[src/rtl/alu_status_reg_pkg.sv]
// Shared processor definitions for the ALU status register.
// ASTAT/STKY bit positions, overflow counter layout, condition codes.
package alu_status_reg_pkg;

    localparam int ASTAT_W = 4;
    localparam int AZ_BIT  = 0;
    localparam int AN_BIT  = 1;
    localparam int AC_BIT  = 2;
    localparam int AV_BIT  = 3;

    localparam int STKY_AVS_BIT = 0;
    localparam int STKY_ACS_BIT = 1;

    localparam int OVCNT_W   = 8;
    localparam int OVCNT_LSB = 8;
    localparam logic [OVCNT_W-1:0] OVCNT_MAX = '1;

    localparam int COND_INV_BIT = 3;

    typedef enum logic [3:0] {
        COND_EQ    = 4'd0,
        COND_LT    = 4'd1,
        COND_LE    = 4'd2,
        COND_AC    = 4'd3,
        COND_AV    = 4'd4,
        COND_AVS   = 4'd5,
        COND_ACS   = 4'd6,
        COND_FALSE = 4'd7,
        COND_NE    = 4'd8,
        COND_GE    = 4'd9,
        COND_GT    = 4'd10,
        COND_NAC   = 4'd11,
        COND_NAV   = 4'd12,
        COND_NAVS  = 4'd13,
        COND_NACS  = 4'd14,
        COND_TRUE  = 4'd15
    } cond_e;

    // Field order mirrors the *_BIT indices above.
    typedef struct packed {
        logic av;
        logic ac;
        logic an;
        logic az;
    } astat_t;

    typedef struct packed {
        logic acs;
        logic avs;
    } stky_t;

endpackage

[src/rtl/alu_status_reg_cond.sv]
// Condition-code evaluation over registered ASTAT and sticky flags.
// Purely combinational; bit 3 of the code inverts the base test.
module astat_cond
    import alu_status_reg_pkg::*;
(
    input  astat_t     astat,
    input  stky_t      stky,
    input  logic [3:0] cond,
    output logic       cond_true
);

    logic  base;
    cond_e base_code;

    assign base_code = cond_e'({1'b0, cond[2:0]});

    always_comb begin
        base = 1'b0;
        case (base_code)
            COND_EQ:    base = astat.az;
            COND_LT:    base = astat.an;
            COND_LE:    base = astat.an | astat.az;
            COND_AC:    base = astat.ac;
            COND_AV:    base = astat.av;
            COND_AVS:   base = stky.avs;
            COND_ACS:   base = stky.acs;
            COND_FALSE: base = 1'b0;
            default:    base = 1'b0;
        endcase
    end

    assign cond_true = cond[COND_INV_BIT] ? ~base : base;

endmodule

[src/rtl/alu_status_reg.sv]
// ALU status register: ASTAT flag capture, sticky flags, overflow count.
// Flags are captured one cycle after the ALU strobe (en_d).
module alu_status_reg
    import alu_status_reg_pkg::*;
#(
    parameter int DATA_WIDTH = 16
) (
    input  logic                  clk,
    input  logic                  reset,
    input  logic                  ps_alu_en,
    input  logic                  alu_ps_az,
    input  logic                  alu_ps_an,
    input  logic                  alu_ps_ac,
    input  logic                  alu_ps_av,
    input  logic                  ps_astat_wen,
    input  logic                  ps_stky_clr,
    input  logic [DATA_WIDTH-1:0] xb_dt,
    input  logic [3:0]            ps_cond,
    output logic [DATA_WIDTH-1:0] astat_xb_dt,
    output logic [DATA_WIDTH-1:0] stky_xb_dt,
    output logic                  astat_ps_cond,
    output logic                  astat_ps_busy
);

    logic               en_d;
    astat_t             astat_q, astat_n;
    stky_t              stky_q, stky_n, stky_base;
    logic [OVCNT_W-1:0] ovcnt_q, ovcnt_n, ovcnt_base;
    astat_t             alu_flags;
    logic               unused_xb_hi;

    assign unused_xb_hi = ^xb_dt[DATA_WIDTH-1:ASTAT_W];

    assign alu_flags = '{av: alu_ps_av, ac: alu_ps_ac,
                         an: alu_ps_an, az: alu_ps_az};

    always_comb begin
        astat_n = astat_q;
        if (ps_astat_wen)
            astat_n = astat_t'(xb_dt[ASTAT_W-1:0]);
        else if (en_d)
            astat_n = alu_flags;
    end

    // Clear is applied first so a coincident capture still lands.
    always_comb begin
        stky_base  = ps_stky_clr ? '0 : stky_q;
        ovcnt_base = ps_stky_clr ? '0 : ovcnt_q;
        stky_n     = stky_base;
        ovcnt_n    = ovcnt_base;
        if (en_d) begin
            stky_n.avs = stky_base.avs | alu_ps_av;
            stky_n.acs = stky_base.acs | alu_ps_ac;
            if (alu_ps_av && ovcnt_base != OVCNT_MAX)
                ovcnt_n = ovcnt_base + 1'b1;
        end
    end

    always_ff @(posedge clk or posedge reset) begin
        if (reset) begin
            en_d    <= 1'b0;
            astat_q <= '0;
            stky_q  <= '0;
            ovcnt_q <= '0;
        end else begin
            en_d    <= ps_alu_en;
            astat_q <= astat_n;
            stky_q  <= stky_n;
            ovcnt_q <= ovcnt_n;
        end
    end

    assign astat_ps_busy = en_d;

    always_comb begin
        astat_xb_dt                   = '0;
        astat_xb_dt[ASTAT_W-1:0]      = astat_q;
        stky_xb_dt                    = '0;
        stky_xb_dt[STKY_AVS_BIT]      = stky_q.avs;
        stky_xb_dt[STKY_ACS_BIT]      = stky_q.acs;
        stky_xb_dt[OVCNT_LSB +: OVCNT_W] = ovcnt_q;
    end

    astat_cond u_cond (
        .astat     (astat_q),
        .stky      (stky_q),
        .cond      (ps_cond),
        .cond_true (astat_ps_cond)
    );

endmodule

[config.mk]
export PLATFORM = sky130hd
export DESIGN_NAME = alu_status_reg
export DESIGN_NICKNAME = d
export VERILOG_FILES = /design/src/rtl/alu_status_reg_pkg.sv /design/src/rtl/alu_status_reg_cond.sv /design/src/rtl/alu_status_reg.sv
export SDC_FILE = /design/constraint.sdc
export NUM_CORES = 1
export LEC_CHECK = 0
export CAP_MARGIN = 20
export CORE_MARGIN = 4
export CORE_UTILIZATION = 37
export CTS_BUF_LIST = sky130_fd_sc_hd__clkbuf_8
export CTS_CLUSTER_DIAMETER = 80
export DETAILED_ROUTE_END_ITERATION = 8
export HOLD_SLACK_MARGIN = 0.08
export PLACE_DENSITY = 0.8
export RECOVER_POWER = 100
export REMOVE_ABC_BUFFERS = 1
export SYNTH_ARGS = -nofsm -noshare
export SYNTH_HDL_FRONTEND = slang
export SYNTH_SLANG_ARGS = --single-unit
[constraint.sdc]
create_clock -name clk -period 2.15 [get_ports clk]
set_input_delay 0.43 -clock clk [delete_from_list [all_inputs] [get_ports clk]]
set_output_delay 0.43 -clock clk [all_outputs]
set_load 0.01 [all_outputs]
==> results of run 1 <==
==> worst reg2reg max path, cell delays in order, from the launching register on <==
cell and delay [ns]:
dfrtp_1 0.41, nor2b_1 0.17, ha_1 0.20, and3_1 0.20, a31o_2 0.27, mux2_1 0.31
==> flip-flops by register name, indices dropped and copies added, names as in the netlist <==
register and flops:
astat_ps_busy 1, stky_xb_dt 2, astat_xb_dt 4, ovcnt_q 8
==> final cells by class <==
class	instances	area, µm²	share of cell area, %
sequential	15	375.4	29.47
timing repair buffer	35	335.3	26.33
tap	30	37.54	2.947
inverter	4	15.01	1.179
clock buffer	3	41.29	3.242
multi-input combinational	74	465.4	36.54
clock inverter	1	3.754	0.2947
==> layout by cell type (no fill, tap or decap) <==
master	netlist	final
ha_1	1	1
a31oi_1	2	2
nand2_1	6	6
xnor2_1	3	3
nand3b_1	1	1
a21oi_1	3	3
a31o_2	1	1
a22o_1	1	1
a211oi_1	1	2
clkbuf_4	0	1
dlygate4sd2_1	0	3
conb_1	1	18
inv_1	4	5
xor2_1	2	2
nor2_1	6	6
o21ai_0	5	5
nand3_2	1	1
nor3_1	1	1
buf_4	18	1
o41ai_1	1	1
nor2b_1	4	4
clkbuf_8	0	3
and4_4	1	1
nand4_2	1	1
clkdlybuf4s50_1	0	10
dfrtp_1	15	15
nand4_1	1	1
dlygate4sd3_1	0	19
mux2_1	0	1
o211a_1	1	1
mux2i_1	6	6
clkbuf_1	0	1
nand3_1	1	1
a311oi_2	1	1
a311oi_1	1	1
o311ai_0	1	1
and3_1	0	1
==> how the worst max path moves through the flow <==
stage,startpoint,end,depth (start not counted)
2_1_floorplan,ovcnt_q[1],ovcnt_q[1],5
3_5_place_dp,ps_cond[1],astat_ps_cond,6
5_1_grt,ps_cond[1],astat_ps_cond,6
4_1_cts,ps_cond[1],astat_ps_cond,6
6_report,ps_cond[1],astat_ps_cond,6
3_3_place_gp,ps_cond[1],astat_ps_cond,6
==> through the flow <==
step	instances	worst slack, ns	hold slack (ns)	cell area [µm²]	util [%]
2_1_floorplan	93	0.5177	0.3315	869.6	-
3_3_place_gp	158	-0.4075	0.5193	1250	50.45
3_5_place_dp	158	-0.4357	0.5165	1250	50.45
4_1_cts	162	0.07644	0.5294	1291	52.12
5_1_grt	162	0.001160	0.5624	1274	51.41
6_report	162	0.08189	0.5191	1274	51.41
==> kinds of logic after synthesis <==
group	share of synthesized area, %
buf+inv	17.38
mux	7.843
other cells	0.3918
compound gates	14.77
xor+xnor	4.576
simple gates	14.51
fa+ha+maj	1.307
flops	39.22
==> metal layers <==
metal / GRT usage (%) / routed length [µm] / vias to the layer above
met5: 0 / 0 / -
met4: 6.796 / 27 / 0
met3: 3.289 / 241 / 4
met2: 23.34 / 1062 / 45
met1: 16.12 / 941 / 368
li1: - / - / 373
==> where the power goes <==
group	internal, mW	total (mW)	switching (mW)
sequential	0.298	0.311	0.0135
clock	0.126	0.217	0.0912
combinational	0.0682	0.137	0.0689
total	0.492	0.666	0.174
==> what timing repair did <==
action | 4_1_cts | 5_1_grt
setup endpoints to repair | 1 | 0
hold endpoints to repair | 0 | 0
resized for setup | 3 | 0
==> summary.md, run 1 <==
| Metric | Value |
|---|---|
| Kind of critical path | primary input to primary output |
| Setup TNS | 0 ns |
| GRT overflow | 0 |
| Vias in the first global route | 794 |
| CTS tree | done |
| Hold EP | stky_xb_dt[1] |
| Number of setup buffers added after CTS | 0 |
| CP Capture Type | primary output |
| Number of synthesized flops with an enable pin | 0 |
| Ys flop type | dfrtp_1 |
| Die ar. | 0.003465 mm² |
| Total power | 0.6659 mW |
| Iter 0 DRT Violations | 35 |
| Htree depth | 1 |
| Layout area overhead | 33.07% |
| Max Fanout on Critical Path | 4 |
| CP max stage cell | dlygate4sd2_1 |
| Die Width | 58.86 µm |
| Gp weighted congestion | 0.8133 |
| Max-slew headroom at the worst pin | 62.99% |
| Clock Tree Root | clkbuf_8 |
| Ys Warns | 0 |
| Share of cells above drive strength 1 | 7.576% |
| Synth top area share | 39.22% |
| Mapped Avg Cell Area | 9.971 µm² |
| Hpwl dp | 1820 µm |
| Fin crit share | 96.19% |
| Clock sinks | 15 |
| P_leak | 0.6016 nW |
| WP buf/inv | 2 |
| Max Slew Vio Count | 0 |
| ANT cells | 0 |
| Dominant cell type by area after synthesis | dfrtp_1 |
| Critical Path RT | 1.72 ns |
| Synth area leaders | dfrtp_1 (39%), buf_4 (14%), mux2i_1 (6.3%) |
| Synth Register Bits | 15 |
| Hold crit path type | register to register |
| Worst R2R Path Depth | 5 |
| Worst VDD drop | 273.6 µV |
| Routed Antenna Nets | 0 |
| Synth cell types | 34 |
| Port bufs | 32 |
| Fin crit period | 2.068 ns |
| GRT Util Overall | 13.76% |
| Core area | 0.002477 mm² |
| Row count | 18 |
| Die Y | 58.86 µm |
| CTS clk-pin slew, worst paths | 0.06 ns |
| Final nets | 163 |
| Reg2reg setup slack | 0.47 ns |
| RSZ-0062 raised after global routing | false |
| Worst hold stages | 1 |
| Num ports | 63 |
| Worst Skew | 0.0009253 ns |
| CTS Hold Bufs | 0 |
| Max-Cap Viols | 0 |
| CP max stage delay | 0.28 ns |
| Final hold viol count | 0 |
| Crit-path cells | dlygate4sd2_1 > mux2i_1 > o211a_1 > a21oi_1 > xor2_1 > dlygate4sd2_1 |
| Drt via density | 4.877 |
| Sequential share of the synthesized area | 39.22% |
| Setup violators final | 0 |
| Mapped Area | 957.2 µm² |
| Fill cells | 239 |
| R2r endpoint | ovcnt_q[1] |
| Vias | 790 |
| Initial core utilization | 38.64% |
| Drt first pass iters | 4 |
| Syn Inst Count | 96 |
| Residual DRC count | 0 |
| Pwr/cell area | 522.8 mW/mm² |
| Initial antenna violation count | 0 |
| Post-synth top cells | buf_4 (18), dfrtp_1 (15), mux2i_1 (6), nand2_1 (6), nor2_1 (6) |
| Final WL | 2272 µm |
| Cell family with most CP delay | buffers and inverters |
| Largest net degree at the start of global routing | 16 |
| First-pass GRT wire length | 3581 µm |
| Slew of the pin with the lowest slew margin | 0.5545 ns |
| Hold path startpoint | stky_xb_dt[1] |
| Async SR Flop Fraction | 100.0% |
| Fmax | 483.5 MHz |
| Clock latency on the worst-skew pair | 0.24 ns |
| Clock Path Buffers | 2 |
| CP most frequent cell | dlygate4sd2_1 |
| WP data arrival | 1.64 ns |
| CP startpoint kind | primary input |
| Top-count cell post-synth | buf_4 |
| TritonCTS buffer count | 3 |
| FF-to-FF Start | ovcnt_q[0] |
| Status | finished clean |
| Drt wl/cell | 14.02 µm |
(Power assumes the default switching activity.)
==> inputs of run 2 (changes only) <==
--- a/config.mk
+++ b/config.mk
@@ -7,14 +7,15 @@
 export LEC_CHECK = 0
 export CAP_MARGIN = 20
 export CORE_MARGIN = 4
-export CORE_UTILIZATION = 37
+export CORE_UTILIZATION = 36
 export CTS_BUF_LIST = sky130_fd_sc_hd__clkbuf_8
 export CTS_CLUSTER_DIAMETER = 80
 export DETAILED_ROUTE_END_ITERATION = 8
 export HOLD_SLACK_MARGIN = 0.08
-export PLACE_DENSITY = 0.8
+export PLACE_DENSITY = 0.79
 export RECOVER_POWER = 100
 export REMOVE_ABC_BUFFERS = 1
 export SYNTH_ARGS = -nofsm -noshare
 export SYNTH_HDL_FRONTEND = slang
+export SYNTH_HIERARCHICAL = 1
 export SYNTH_SLANG_ARGS = --single-unit
==> run 2 against run 1 <==
  * Sequential power hardly changed
  * Routed wire length fell by 8.2%
  * Fmax up 2.0%
  * Worst setup slack gained 0.040 ns
  * Via count fell by 0.63%
  * Count of clock-buffer cells in the layout unchanged
  * Critical path depth stayed put
  * Core utilization decreased by 0.86 points
  * Critical path type unchanged
==> summary.md, run 2 <==
| Metric | Value |
|---|---|
| Sequential share of the synthesized area | 40.16% |
| Residual DRC count | 0 |
| RSZ-0062 raised after global routing | false |
| GRT overflow | 0 |
| Num ports | 63 |
| Worst R2R Path Depth | 3 |
| Compound-cell area share of the yosys netlist | 15.39% |
| Worst hold stages | 2 |
| CP startpoint kind | primary input |
| Die Width | 58.96 µm |
| Post-synth top cells | buf_4 (18), dfrtp_1 (15), nand2_1 (7), o21ai_0 (6), mux2i_1 (5) |
| Row count | 18 |
| Synth top area share | 40.16% |
| Drt via density | 4.846 |
| Vias in the first global route | 716 |
| Clock Path Buffers | 2 |
| Dominant cell type by area after synthesis | dfrtp_1 |
| Hpwl dp | 1691 µm |
| Fin Hold WS | 0.5472 ns |
| Setup TNS | 0 ns |
| Fin crit share | 94.35% |
| Slew of the pin with the lowest slew margin | 0.5593 ns |
| Max Slew Vio Count | 0 |
| Pint | 0.4927 mW |
| Drt first pass iters | 4 |
| Top reg by flops | ovcnt_q |
| Iter 0 DRT Violations | 17 |
| Synth cell types | 32 |
| Max-Cap Viols | 0 |
| Number of synthesized flops with an enable pin | 0 |
| CTS clk-pin slew, worst paths | 0.06 ns |
| Setup violators final | 0 |
| Multi-input combinational cell area | 439.2 µm² |
| Layout area overhead | 34.00% |
| Largest family of logic cells by synthesized area | buffers and inverters |
| Htree depth | 1 |
| ANT cells | 0 |
| First-pass GRT wire length | 3208 µm |
| Final WL | 2085 µm |
| Combinational share of power | 20.3% |
| Pwr/cell area | 536.2 mW/mm² |
| Mapped Area | 934.6 µm² |
| Mapped Avg Cell Area | 9.736 µm² |
| GRT Util Overall | 12.05% |
| P_leak | 0.5943 nW |
| Seq pwr share | 46.2% |
| Final hold viol count | 0 |
| Clock Tree Root | clkbuf_8 |
| Routed Antenna Nets | 0 |
| Fmax | 493.0 MHz |
| Status | finished clean |
| Core area | 0.002477 mm² |
| Die ar. | 0.003476 mm² |
| Final nets | 162 |
| CTS tree | done |
| Worst VDD drop | 349.4 µV |
| Critical Path RT | 1.72 ns |
| Initial core utilization | 37.73% |
| Max FFs per register | 8 |
| Clk pwr share | 33.5% |
| Hold crit path type | register to register |
| Ys Warns | 6 |
| Most common cell after layout, fill and taps aside | dlygate4sd3_1 |
| Synth Register Bits | 15 |
| Share of cells above drive strength 1 | 11.36% |
| Most frequent cells in the layout | dlygate4sd3_1 (20), conb_1 (18), dfrtp_1 (15), clkdlybuf4s50_1 (9), nand2_1 (7) |
| Mux share of post-synthesis cell area | 5.355% |
| Gp weighted congestion | 0.7306 |
| WP data arrival | 1.60 ns |
| Max Fanout on Critical Path | 3 |
| Xor and xnor fraction of the mapped netlist area | 1.874% |
| Die Y | 58.96 µm |
| Syn Inst Count | 96 |
| Clock latency on the worst-skew pair | 0.25 ns |
| Post-synthesis simple-gate area fraction | 17.94% |
| Vias | 785 |
| Drt wl/cell | 12.87 µm |
| Clock sinks | 15 |
| Reg2reg setup slack | 0.91 ns |
| Port bufs | 32 |
| CP Capture Type | primary output |
| Fill cells | 242 |
| TritonCTS buffer count | 3 |
| FF+latch area | 375.4 µm² |
| Synth area leaders | dfrtp_1 (40%), buf_4 (14%), mux2i_1 (5.4%) |
| Sw Share | 26.62% |
| Worst Skew | 0.01003 ns |
| Synth Area in Adders | 0% |
| Psw | 0.1788 mW |
| Async SR Flop Fraction | 100.0% |
| Top-count cell post-synth | buf_4 |
| Kind of critical path | primary input to primary output |
| Largest net degree at the start of global routing | 16 |
| Ys flop type | dfrtp_1 |
| Fin crit period | 2.029 ns |
| Max-slew headroom at the worst pin | 62.67% |
| CTS Hold Bufs | 0 |
| Initial antenna violation count | 0 |
run 2: final timing paths:
kind,from,endpoint
worst max-delay path,ps_cond[1],astat_ps_cond
worst min-delay path,stky_xb_dt[1],stky_xb_dt[1]
worst max register to register,ovcnt_q[2],ovcnt_q[5]
worst min register to register,stky_xb_dt[1],stky_xb_dt[1]
max in group asynchronous,reset,astat_xb_dt[0]
min in group asynchronous,reset,ovcnt_q[2]
run 2: final cells by class:
cell class / instances / area share (%)
well taps: 30 / 2.997
multi-input cells: 73 / 35.06
clock inverters: 1 / 0.3996
repair buffers: 36 / 27.07
clock buffers: 3 / 3.297
inverters: 4 / 1.199
flip-flops and latches: 15 / 29.97
run 2: repair_timing:
item / 4_1_cts / 5_1_grt
resized for setup: 6 / 0
buffers inserted: 0 / 0
hold endpoints to repair: 0 / 0
endpoints found under the setup margin: 1 / 0
run 2: power groups by stage:
| stage | clock network (mW) | logic [mW] | registers (mW) |
|---|---|---|---|
| final | 0.225 | 0.136 | 0.310 |
| after detailed placement | 0 | 0.151 | 0.316 |
| after floorplan | 0 | 0.0539 | 0.322 |
| after global placement | 0 | 0.148 | 0.315 |
| after CTS | 0.233 | 0.146 | 0.311 |
| after global routing | 0.240 | 0.150 | 0.312 |
run 2: worst max-delay path, cell delays in order:
cell and delay (ns):
dlygate4sd2_1 0.26, xor2_1 0.16, a221o_1 0.33, o21ai_2 0.13
xnor2_1 0.13, clkbuf_2 0.15
run 2: metal layers:
layer  vias up  track usage [%]  wire length, µm
li1        380                -                -
met2        30            22.56             1148
met4         0            3.883               23
met3         4            1.974              114
met1       371            13.72              799
met5         -                0                0
run 2: stage by stage:
stage / total power, mW / worst slack [ns] / cells / utilization [%] / cell area, µm²
floorplan: 0.3758 / 0.5417 / 92 / - / 837.1
global placement: 0.4631 / -0.4464 / 158 / 49.44 / 1225
detailed placement: 0.4667 / -0.4992 / 158 / 49.44 / 1225
CTS: 0.6902 / 0.1166 / 162 / 51.01 / 1264
global route: 0.7018 / 0.01962 / 162 / 50.56 / 1252
finish: 0.6715 / 0.1215 / 162 / 50.56 / 1252
run 2: kinds of logic (layout without fill, tap and decap cells):
| family | after synthesis | count (layout) |
|---|---|---|
| compound gates | 21 | 21 |
| xor+xnor | 2 | 2 |
| buf+inv | 25 | 44 |
| flops | 15 | 15 |
| mux | 5 | 5 |
| other cells | 1 | 18 |
| simple gates | 27 | 27 |
